`src/rtl/viterbi_pkg.sv`:
```
// Shared constants and types for the Viterbi front end (input FIFO and symbol serializer).
package viterbi_pkg;

  typedef enum logic [1:0] {
    IDLE  = 2'd0,
    WAIT  = 2'd1,
    SHIFT = 2'd2
  } piso_state_t;

  localparam int FIFO_WIDTH = 16;
  localparam int SYM_W      = 2;
  localparam int N          = FIFO_WIDTH / SYM_W;

endpackage

```
`src/rtl/piso_serializer.sv`:
```
// Pops words from the input FIFO and emits them as SYM_W-bit code symbols on a
// valid/ready stream, flagging the last symbol of each word.
module piso_serializer
  import viterbi_pkg::*;
#(
  parameter int WIDTH     = FIFO_WIDTH,
  parameter int SYM_W     = viterbi_pkg::SYM_W,
  parameter bit MSB_FIRST = 1'b1
) (
  input  logic             clk,
  input  logic             rst,
  input  logic             flush_i,
  output logic             fifo_rd_en,
  input  logic [WIDTH-1:0] fifo_dout,
  input  logic             fifo_empty,
  output logic [SYM_W-1:0] sym_o,
  output logic             sym_valid_o,
  input  logic             sym_ready_i,
  output logic             sym_last_o,
  output logic             busy_o
);

  localparam int N     = WIDTH / SYM_W;
  localparam int CNT_W = (N > 1) ? $clog2(N) : 1;

  piso_state_t      state, state_nxt;
  logic [WIDTH-1:0] shreg;
  logic [CNT_W-1:0] cnt;
  logic             cnt_last;
  logic             hs;
  logic [SYM_W-1:0] sym_head;
  logic [WIDTH-1:0] shreg_shifted;

  assign cnt_last = (cnt == CNT_W'(N - 1));
  assign hs       = sym_valid_o && sym_ready_i;

  // The emitting end is the MSB side or the LSB side; the vacated end is zero-filled.
  assign sym_head      = MSB_FIRST ? shreg[WIDTH-1 -: SYM_W] : shreg[SYM_W-1:0];
  assign shreg_shifted = MSB_FIRST ? {shreg[WIDTH-SYM_W-1:0], {SYM_W{1'b0}}}
                                   : {{SYM_W{1'b0}}, shreg[WIDTH-1:SYM_W]};

  always_comb begin
    state_nxt   = state;
    fifo_rd_en  = 1'b0;
    sym_valid_o = 1'b0;
    sym_last_o  = 1'b0;
    sym_o       = '0;
    unique case (state)
      IDLE: begin
        if (!fifo_empty) begin
          fifo_rd_en = 1'b1;
          state_nxt  = WAIT;
        end
      end
      WAIT: state_nxt = SHIFT;
      SHIFT: begin
        sym_valid_o = 1'b1;
        sym_o       = sym_head;
        sym_last_o  = cnt_last;
        // Prefetch the next word on the final handshake so only one bubble is paid per word.
        if (sym_ready_i && cnt_last) begin
          if (!fifo_empty) begin
            fifo_rd_en = 1'b1;
            state_nxt  = WAIT;
          end else begin
            state_nxt = IDLE;
          end
        end
      end
      default: state_nxt = IDLE;
    endcase
    if (flush_i) begin
      state_nxt  = IDLE;
      fifo_rd_en = 1'b0;
    end
    // Outputs read as zero while reset is held, so no pop can be lost to a reset.
    if (rst) begin
      fifo_rd_en  = 1'b0;
      sym_valid_o = 1'b0;
      sym_last_o  = 1'b0;
      sym_o       = '0;
    end
  end

  assign busy_o = (state != IDLE) && !rst;

  always_ff @(posedge clk) begin
    if (rst) begin
      state <= IDLE;
      shreg <= '0;
      cnt   <= '0;
    end else begin
      state <= state_nxt;
      if (flush_i) begin
        cnt <= '0;
      end else begin
        unique case (state)
          WAIT: begin
            shreg <= fifo_dout;
            cnt   <= '0;
          end
          SHIFT: begin
            if (hs && !cnt_last) begin
              shreg <= shreg_shifted;
              cnt   <= cnt + CNT_W'(1);
            end else if (hs) begin
              cnt <= '0;
            end
          end
          default: ;
        endcase
      end
    end
  end

endmodule

```
`config.mk`:
```
export PLATFORM = sky130hd
export DESIGN_NAME = piso_serializer
export DESIGN_NICKNAME = d
export VERILOG_FILES = /design/src/rtl/viterbi_pkg.sv /design/src/rtl/piso_serializer.sv
export SDC_FILE = /design/constraint.sdc
export NUM_CORES = 1
export LEC_CHECK = 0
export BUFFER_PORTS_ARGS = -buffer_cell sky130_fd_sc_hd__buf_4
export CORE_UTILIZATION = 55
export CTS_BUF_LIST = sky130_fd_sc_hd__clkbuf_8 sky130_fd_sc_hd__clkbuf_16
export DETAILED_ROUTE_END_ITERATION = 10
export PLACE_DENSITY = 0.81
export SLEW_MARGIN = 20
export SYNTH_ARGS = -nofsm -noshare
export SYNTH_HDL_FRONTEND = slang
export SYNTH_SLANG_ARGS = --single-unit
```
`constraint.sdc`:
```
create_clock -name clk -period 3.8 [get_ports clk]
set_input_delay 0.19 -clock clk [delete_from_list [all_inputs] [get_ports clk]]
set_output_delay 0.19 -clock clk [all_outputs]
set_load 0.02 [all_outputs]
```
### After elaboration in Yosys (flattened, before gate mapping)

Index checks and enable logic that the tools add are counted.

| operators by class | value |
|---|---|
| $add $sub $neg | 1 |
| eq/ne operators | 7 |
| multiplexer cells | 20 |
| bitwise gates (word level) | 1 |
| reduce and logical (&&, ||, !) cells | 13 |

Operator list:

| kind | number |
|---|---|
| one-hot mux 16 bit (2 select lines) | 1 |
| two-way mux 16 bit | 1 |
| two-way mux 1 bit | 9 |
| two-way mux 2 bit | 4 |
| two-way mux 3 bit | 2 |
| inequality test 2 bit (second input constant) | 3 |
| one-hot mux 2 bit (3 select lines) | 1 |
| one-hot mux 3 bit (2 select lines) | 1 |
| logical AND 1 bit | 4 |
| AND reduction 2 bit | 2 |
| nonzero test 2 bit | 2 |
| adder 3 x 1 -> 3 bit (second input constant) | 1 |
| == test 3 bit (second input constant) | 1 |
| inequality test 3 bit (second input constant) | 1 |
| AND reduction 3 bit | 1 |
| == test 2 x 1 -> 1 bit (second input constant) | 1 |
| == test 2 bit (second input constant) | 1 |
| logical NOT 1 bit | 2 |
| logical NOT 2 bit | 1 |
| one-hot mux 1 bit (2 select lines) | 1 |
| OR reduction 2 bit | 1 |
| inverter 1 bit | 1 |

| word-level totals | value |
|---|---|
| flip-flop bits (word level) | 21 |
| input bits | 21 |
| word-level logic and storage cells | 45 |

### Longest topological paths before layout

Gate-level depths: netlist (run 1).

| logic depth | value |
|---|---|
| word-level depth | 7 |
| depth in mapped cells | 7 |

### Worst setup path after synthesis (run 1)

Ideal clock, no wire load.

| timing path | value |
|---|---|
| path kind | register to output |
| from | register state[0] |
| to | output port fifo_rd_en |
| data arrival time | 1.528 ns |
| required time | 3.610 ns |
| slack | 2.082 ns |
| cell stages (with the launch flop) | 6 |
| buffers on the path | 1 |
| path through | dfxtp_1 inv_1 ha_1 buf_2 a31oi_1 nor4_1 |

| on the way | value |
|---|---|
| word-level cells in the longest chain between the ends | 4 |

Ends and longest elaborated chain:

| what | line | source |
|---|---|---|
| start, declared | piso_serializer.sv:26 | `piso_state_t state, state_nxt;` |
| start signal, assigned | piso_serializer.sv:93 | `state <= state_nxt;` |
| == test 2 bit or logical NOT 2 bit (tied branches) | piso_serializer.sv:48 | `unique case (state)` |
| one-hot mux 1 bit (2 select lines) (*) | piso_serializer.sv:48 |  |
| two-way mux 1 bit (*) | piso_serializer.sv:72 | `if (flush_i) begin` |
| two-way mux 1 bit (*) | piso_serializer.sv:77 | `if (rst) begin` |
| end, declared | piso_serializer.sv:13 | `output logic fifo_rd_en,` |

Every way passes the cells marked *; elsewhere a longest branch is shown, timed or not.

### Worst setup path in the final report (run 1)

| timing path | value |
|---|---|
| from | register state[0] |
| to | register cnt[0] |

| on the way | value |
|---|---|
| word-level cells in the longest chain between the ends | 7 |

Ends and longest elaborated chain:

| what | line | source |
|---|---|---|
| == test 2 bit | piso_serializer.sv:48, piso_serializer.sv:97 |  |
| two-way mux 1 bit | piso_serializer.sv:48 |  |
| two-way mux 1 bit | piso_serializer.sv:77 |  |
| logical AND 1 bit | piso_serializer.sv:35 | `assign hs = sym_valid_o && sym_ready_i;` |
| logical AND 1 bit | piso_serializer.sv:103 | `if (hs && !cnt_last) begin` |
| two-way mux 3 bit or inequality test 3 bit (tied branches) | n/a |  |
| one-hot mux 3 bit (2 select lines) or AND reduction 2 bit (tied branches) | n/a |  |
| end signal, assigned | piso_serializer.sv:105 | `cnt <= cnt + CNT_W'(1);` |
| end, declared | piso_serializer.sv:28 | `logic [CNT_W-1:0] cnt;` |

Several ways; a longest one is shown, not always the timed one.
A chain may end at the register's enable or synchronous reset.

==> impl_metrics.ini, run 1 <==
[floorplanning]
rows = 17
die_h_um = 50.0
core_area_um2 = 2190
ioPinCount = 27
die_area_um2 = 2500
start_util = 0.578
die_x_um = 50.0

[timing]
hold_viol = 0
worst_pin_slew_ns = 0.891
layout_min_cycle_time_ns = 2.29
holdWs_ns = 0.278
tns_ns = 0
rsz0062_at_grt = no
finalCritPeriodShare = 0.602
slew_headroom = 0.405
skew_ns = 0.00304
setup_viol = 0
fmaxAchievable_mhz = 437
slew_violations = 0

[cts]
insertion_delay_ns = 0.26
cts_tree = yes
cts_root_buffer = clkbuf_8
cts-htree-levels = 1
post-cts-setup-buffers = 0
postCtsHoldBufs = 0
cts.clk_slew.worst_paths_ns = 0.08
cts.sinks = 21
cts_inserted_buffers = 3
clockBufferDepth = 2
cts_resized = 0

[min_path]
worstHoldStart = fifo_dout[1]
hold_path_class = in -> reg
holdPathStages = 3
min_to = shreg[1]$_SDFFE_PP0P_

[yosys]
synth_area_leaders = dfxtp_1, nand3_1, nor4bb_1, o211ai_1, a21oi_1
synthCells = 147
synth_edf_count = 0
synthArstFlopShare = 0
netlist_area_um2 = 1270
yosysSeqAreaShare = 0.332
yosys.area.top_type = dfxtp_1
ys_types = 25
ys_warn_count = 0
synthesis.nets = 174
synth_flop_cell = dfxtp_1
ys_ff_latch = 21
synthDominantCellAreaShare = 0.332
postSynthAreaPerCell_um2 = 8.61

[place]
dpl.hpwl_mm = 1.94
io_buffer_count = 26
post_dp_cell_area_um2 = 1440
place_congestion = 0.781

[final_layout]
post-route-util = 0.677
seqCellArea_um2 = 420
multi_input_area_um2 = 772
diodes = 0
fin_nets = 192
final_area_um2 = 1480
nFillCells = 178
drive_gt1_frac = 0.201
area_delta_synth_final_pct = 17.2

[setup_path]
critPathKind = reg -> reg
r2r_slack_ns = 1.51
r2r_cells = 5
cp.required_ns = 4.01
worst_ep_arrival_time_ns = 2.50
reg2reg_to = cnt[0]$_SDFFE_PP0P_
path_cells = inv_1 -> ha_1 -> and4bb_1 -> nor2b_1 -> mux2_2
r2r-start = state[0]$_SDFFE_PP0P_
worst_path_max_delay_cell = ha_1
start_kind = register
cp-end-kind = register
crit_fanout = 24
cpPeakStageDelay_ns = 0.69

[run_status]
outcome = finished, final reports clean

[pwr]
power_density_nw_per_um2 = 301
peakVddDrop_mv = 0.234
p_leak_nw = 0.558

[drt]
vias_per_cell = 6.31
via_count = 1212
ant_nets = 0
wl_per_cell_um = 15.1
drc = 0
drt_first_pass_iters = 4
totalWireLength_mm = 2.90
drt_iter0_drc = 47

[global_routing]
grt_pass1_vias = 1125
antenna_found_initial = 0
grt_use_total = 0.255
grt_pass1_wl_mm = 4.93
grt_max_degree = 25
grt_remaining_overflow = 0

[run]
drv_cap = 0
power breakdown:
group / total (W) / switching (W) / internal, W
Clock: 0.000149 / 0.0000755 / 0.0000731
Combinational: 0.0000666 / 0.0000334 / 0.0000332
Sequential: 0.000232 / 0.00000510 / 0.000226
metrics by stage:
step,instances,total power [W],setup slack (ns)
2_1_floorplan,147,0.000278,2.08
3_3_place_gp,188,0.000301,1.68
3_5_place_dp,188,0.000303,1.57
4_1_cts,192,0.000452,1.52
5_1_grt,192,0.000468,1.33
6_report,192,0.000447,1.51
sequential cells by signal (all words and copies together) (netlist names):
signal	flops
state	2
cnt	3
shreg	16
synthesized netlist by cell type (2+ instances only):
library cell and instances:
a21oi_1 15, a22o_1 3, and2_1 3, buf_2 11, clkbuf_1 3, dfxtp_1 21, ha_1 6, inv_1 2
nand2_1 3, nand2b_1 5, nand3_1 28, nor2_1 2, nor2b_1 4, nor4bb_1 14, o211ai_1 15, o21ai_0 2
or4b_1 2
worst max path at each step:
| stage | startpoint | endpoint | slack, ns | cells past startpoint |
|---|---|---|---|---|
| 6_report | state[0]$_SDFFE_PP0P_ | cnt[0]$_SDFFE_PP0P_ | 1.51 | 5 |
| 3_3_place_gp | state[0]$_SDFFE_PP0P_ | cnt[0]$_SDFFE_PP0P_ | 1.68 | 5 |
| 2_1_floorplan | state[0]$_SDFFE_PP0P_ | fifo_rd_en | 2.08 | 5 |
| 3_5_place_dp | state[0]$_SDFFE_PP0P_ | cnt[0]$_SDFFE_PP0P_ | 1.57 | 5 |
| 5_1_grt | state[0]$_SDFFE_PP0P_ | sym_o[0] | 1.33 | 6 |
| 4_1_cts | state[0]$_SDFFE_PP0P_ | sym_o[0] | 1.52 | 6 |
kinds of logic (layout without fill, tap and decap cells):
family          after synthesis  count (layout)  synth area share
compound gates               39              39             0.208
mux                           2               2            0.0168
simple gates                 63              63             0.326
fa+ha+maj                     6               6            0.0593
flops                        21              21             0.332
buf+inv                      16              33            0.0583
layout make-up:
cell class / instances / area share
Multi-Input combinational cell: 110 / 0.520
Sequential cell: 21 / 0.283
Timing Repair Buffer: 27 / 0.137
Clock buffer: 3 / 0.0278
Tap cell: 28 / 0.0236
Inverter: 2 / 0.00506
Clock inverter: 1 / 0.00337
cell usage in the layout, fill, tap and decap left out, types with 4 or more instances in the layout:
cell type,netlist,layout
a21oi_1,15,15
nand2b_1,5,5
nor4bb_1,14,14
nor2b_1,4,4
o211ai_1,15,15
ha_1,6,6
nand3_1,28,28
dfxtp_1,21,21
buf_4,0,27
critical path, delay by kind of cell (launching register included):
kind                       cells  cell delay [ns]
and+or+nand+nor                2             0.93
buffers and inverters          1             0.08
DFF                            1             0.34
adders and majority gates      1             0.69
muxes                          1             0.19
layer usage:
| metal | vias up | GRT usage | routed length, um |
|---|---|---|---|
| li1 | 593 | - | - |
| met1 | 562 | 0.328 | 1260 |
| met2 | 53 | 0.409 | 1430 |
| met3 | 4 | 0.0463 | 187 |
| met4 | 0 | 0.114 | 27 |
| met5 | - | 0 | 0 |
Power figures use the tool's default switching activity.
==> inputs of run 2 (changes only) <==
ABC_AREA = 1   (was not set)
CORE_UTILIZATION = 52   (was 55)
PLACE_DENSITY = 0.78   (was 0.81)
clock period = 2.4 ns   (was 3.8 ns; I/O delays follow)
==> run 2 against run 1 <==
Largest cell class unchanged. First-iteration DRC count decreased by 74%. Global-route usage shrank 1.8 points. Cell count rose by 18%. Critical path type is now reg -> out.
==> impl_metrics.ini, run 2 <==
[setup_path]
worst_ep_arrival_time_ns = 1.74
r2r_cells = 7
critical-path-top-delay-family = adder cells
path_cells = ha_1 -> ha_1 -> nand2_1 -> inv_1 -> nand2_1 -> a211oi_1 -> buf_4
reg2reg_to = shreg[11]$_SDFFE_PP0P_
r2r-start = state[0]$_SDFFE_PP0P_
worst_path_max_delay_cell = dfxtp_1
cpPeakStageDelay_ns = 0.37
cp_num_buf_inv = 2
cp.required_ns = 2.28
critPathKind = reg -> out
start_kind = register
cp-end-kind = primary output
crit_fanout = 4
r2r_slack_ns = 0.54

[yosys]
synthCells = 174
synth_commonest_cells = nand2_1, nor2_1, dfxtp_1
synthesis.nets = 201
ys_types = 25
yosys.area.top_type = dfxtp_1
synthDominantCellAreaShare = 0.350
synth_edf_count = 0
synth_area_leaders = dfxtp_1, nand2_1, nor2_1, nand3_1, a21boi_0
netlist_area_um2 = 1200
ys_ff_latch = 21
synth_flop_cell = dfxtp_1
yosysSeqAreaShare = 0.350
synthArstFlopShare = 0
postSynthAreaPerCell_um2 = 6.90
ys_warn_count = 0

[pwr]
seq_power_share = 0.502
pwr-share-comb = 0.198
p_leak_nw = 0.643
p_sw_frac = 0.279
power_switching_w = 0.000214
clock_power_share = 0.300
fin_total_pwr_w = 0.000766
power_density_nw_per_um2 = 530
p_int_w = 0.000552
peakVddDrop_mv = 0.578

[timing]
hold_viol = 0
holdWs_ns = 0.109
setup_ws_ns = 0.536
finalCritPeriodShare = 0.777
fmaxAchievable_mhz = 536
layout_min_cycle_time_ns = 1.86
tns_ns = 0
skew_ns = 0.00497
rsz0062_at_grt = no
slew_violations = 0
setup_viol = 0
worst_pin_slew_ns = 0.532
slew_headroom = 0.645

[cts]
cts_tree = yes
cts.sinks = 21
cts-htree-levels = 1
postCtsHoldBufs = 0
cts_root_buffer = clkbuf_8
clockBufferDepth = 2
cts_inserted_buffers = 3
post-cts-setup-buffers = 0
cts_resized = 0
cts.clk_slew.worst_paths_ns = 0.08
insertion_delay_ns = 0.26

[final_layout]
drive_gt1_frac = 0.202
layout_common_cells = nand2_1, nor2_1, buf_4, dfxtp_1, nand3_1
diodes = 0
reg_top3 = shreg: 16 flops, cnt: 3 flops, state: 2 flops
area_delta_synth_final_pct = 20.4
post-route-util = 0.660
fin_nets = 226
top_register = shreg
largest_reg_flops = 16

[floorplanning]
rows = 17
die_h_um = 50.0
ioPinCount = 27
start_util = 0.548
die_area_um2 = 2500
core_area_um2 = 2190
die_x_um = 50.0

[place]
pre_cts_slack_ns = 0.561
place_congestion = 0.747
dpl.hpwl_mm = 1.90
io_buffer_count = 26

[global_routing]
antenna_found_initial = 0
grt_pass1_wl_mm = 4.53
grt_pass1_vias = 1126
grt_use_total = 0.237
grt_max_degree = 20
grt_remaining_overflow = 0

[run]
drv_cap = 0

[min_path]
hold_path_class = in -> reg
min_to = shreg[0]$_SDFFE_PP0P_
holdPathStages = 2
worstHoldStart = rst

[drt]
totalWireLength_mm = 2.60
wl_per_cell_um = 11.5
ant_nets = 0
via_count = 1159
vias_per_cell = 5.13
drc = 0
drt_first_pass_iters = 4
drt_iter0_drc = 12

[run_status]
outcome = finished, final reports clean
-- run 2: per-stage QoR --
| stage | std cells | area [um^2] |
|---|---|---|
| floorplan | 174 | 1200 |
| global placement | 222 | 1400 |
| detailed placement | 222 | 1400 |
| CTS | 226 | 1450 |
| global route | 226 | 1450 |
| finish | 226 | 1450 |
-- run 2: logic make-up after synthesis --
family / share of synthesized area
AO/OA/AOI/OAI: 0.146
adder cells (fa/ha/maj): 0.0626
buffers and inverters: 0.0782
flip-flops: 0.350
AND/OR/NAND/NOR: 0.363
-- run 2: worst max path at each step --
stage,start,endpoint,depth (start not counted)
after floorplan,state[0]$_SDFFE_PP0P_,fifo_rd_en,5
after global placement,state[0]$_SDFFE_PP0P_,shreg[15]$_SDFFE_PP0P_,7
after detailed placement,state[0]$_SDFFE_PP0P_,shreg[10]$_SDFFE_PP0P_,7
after CTS,state[0]$_SDFFE_PP0P_,shreg[13]$_SDFFE_PP0P_,7
after global routing,state[0]$_SDFFE_PP0P_,shreg[9]$_SDFFE_PP0P_,7
final,cnt[0]$_SDFFE_PP0P_,fifo_rd_en,7
-- run 2: final cells by class --
type	count	area (um^2)
sequential	21	420
clock buffer	3	41.3
multi-input combinational	133	686
inverter	12	47.5
timing repair buffer	28	210
clock inverter	1	5.00
tap	28	35.0
fill	204	746
-- run 2: power by group through the flow --
stage | Clock, W | Combinational, W | Sequential [W]
global route | 0.000247 | 0.000172 | 0.000388
detailed placement | 0 | 0.000151 | 0.000393
finish | 0.000230 | 0.000152 | 0.000385
CTS | 0.000235 | 0.000152 | 0.000385
global placement | 0 | 0.000148 | 0.000391
floorplan | 0 | 0.000106 | 0.000389
-- run 2: per-layer routing --
layer	track usage	up-vias	routed length [um]
met2	0.444	20	1300
met4	0.0571	0	16
met5	0	-	0
li1	-	602	-
met3	0.0648	2	95
met1	0.257	535	1190
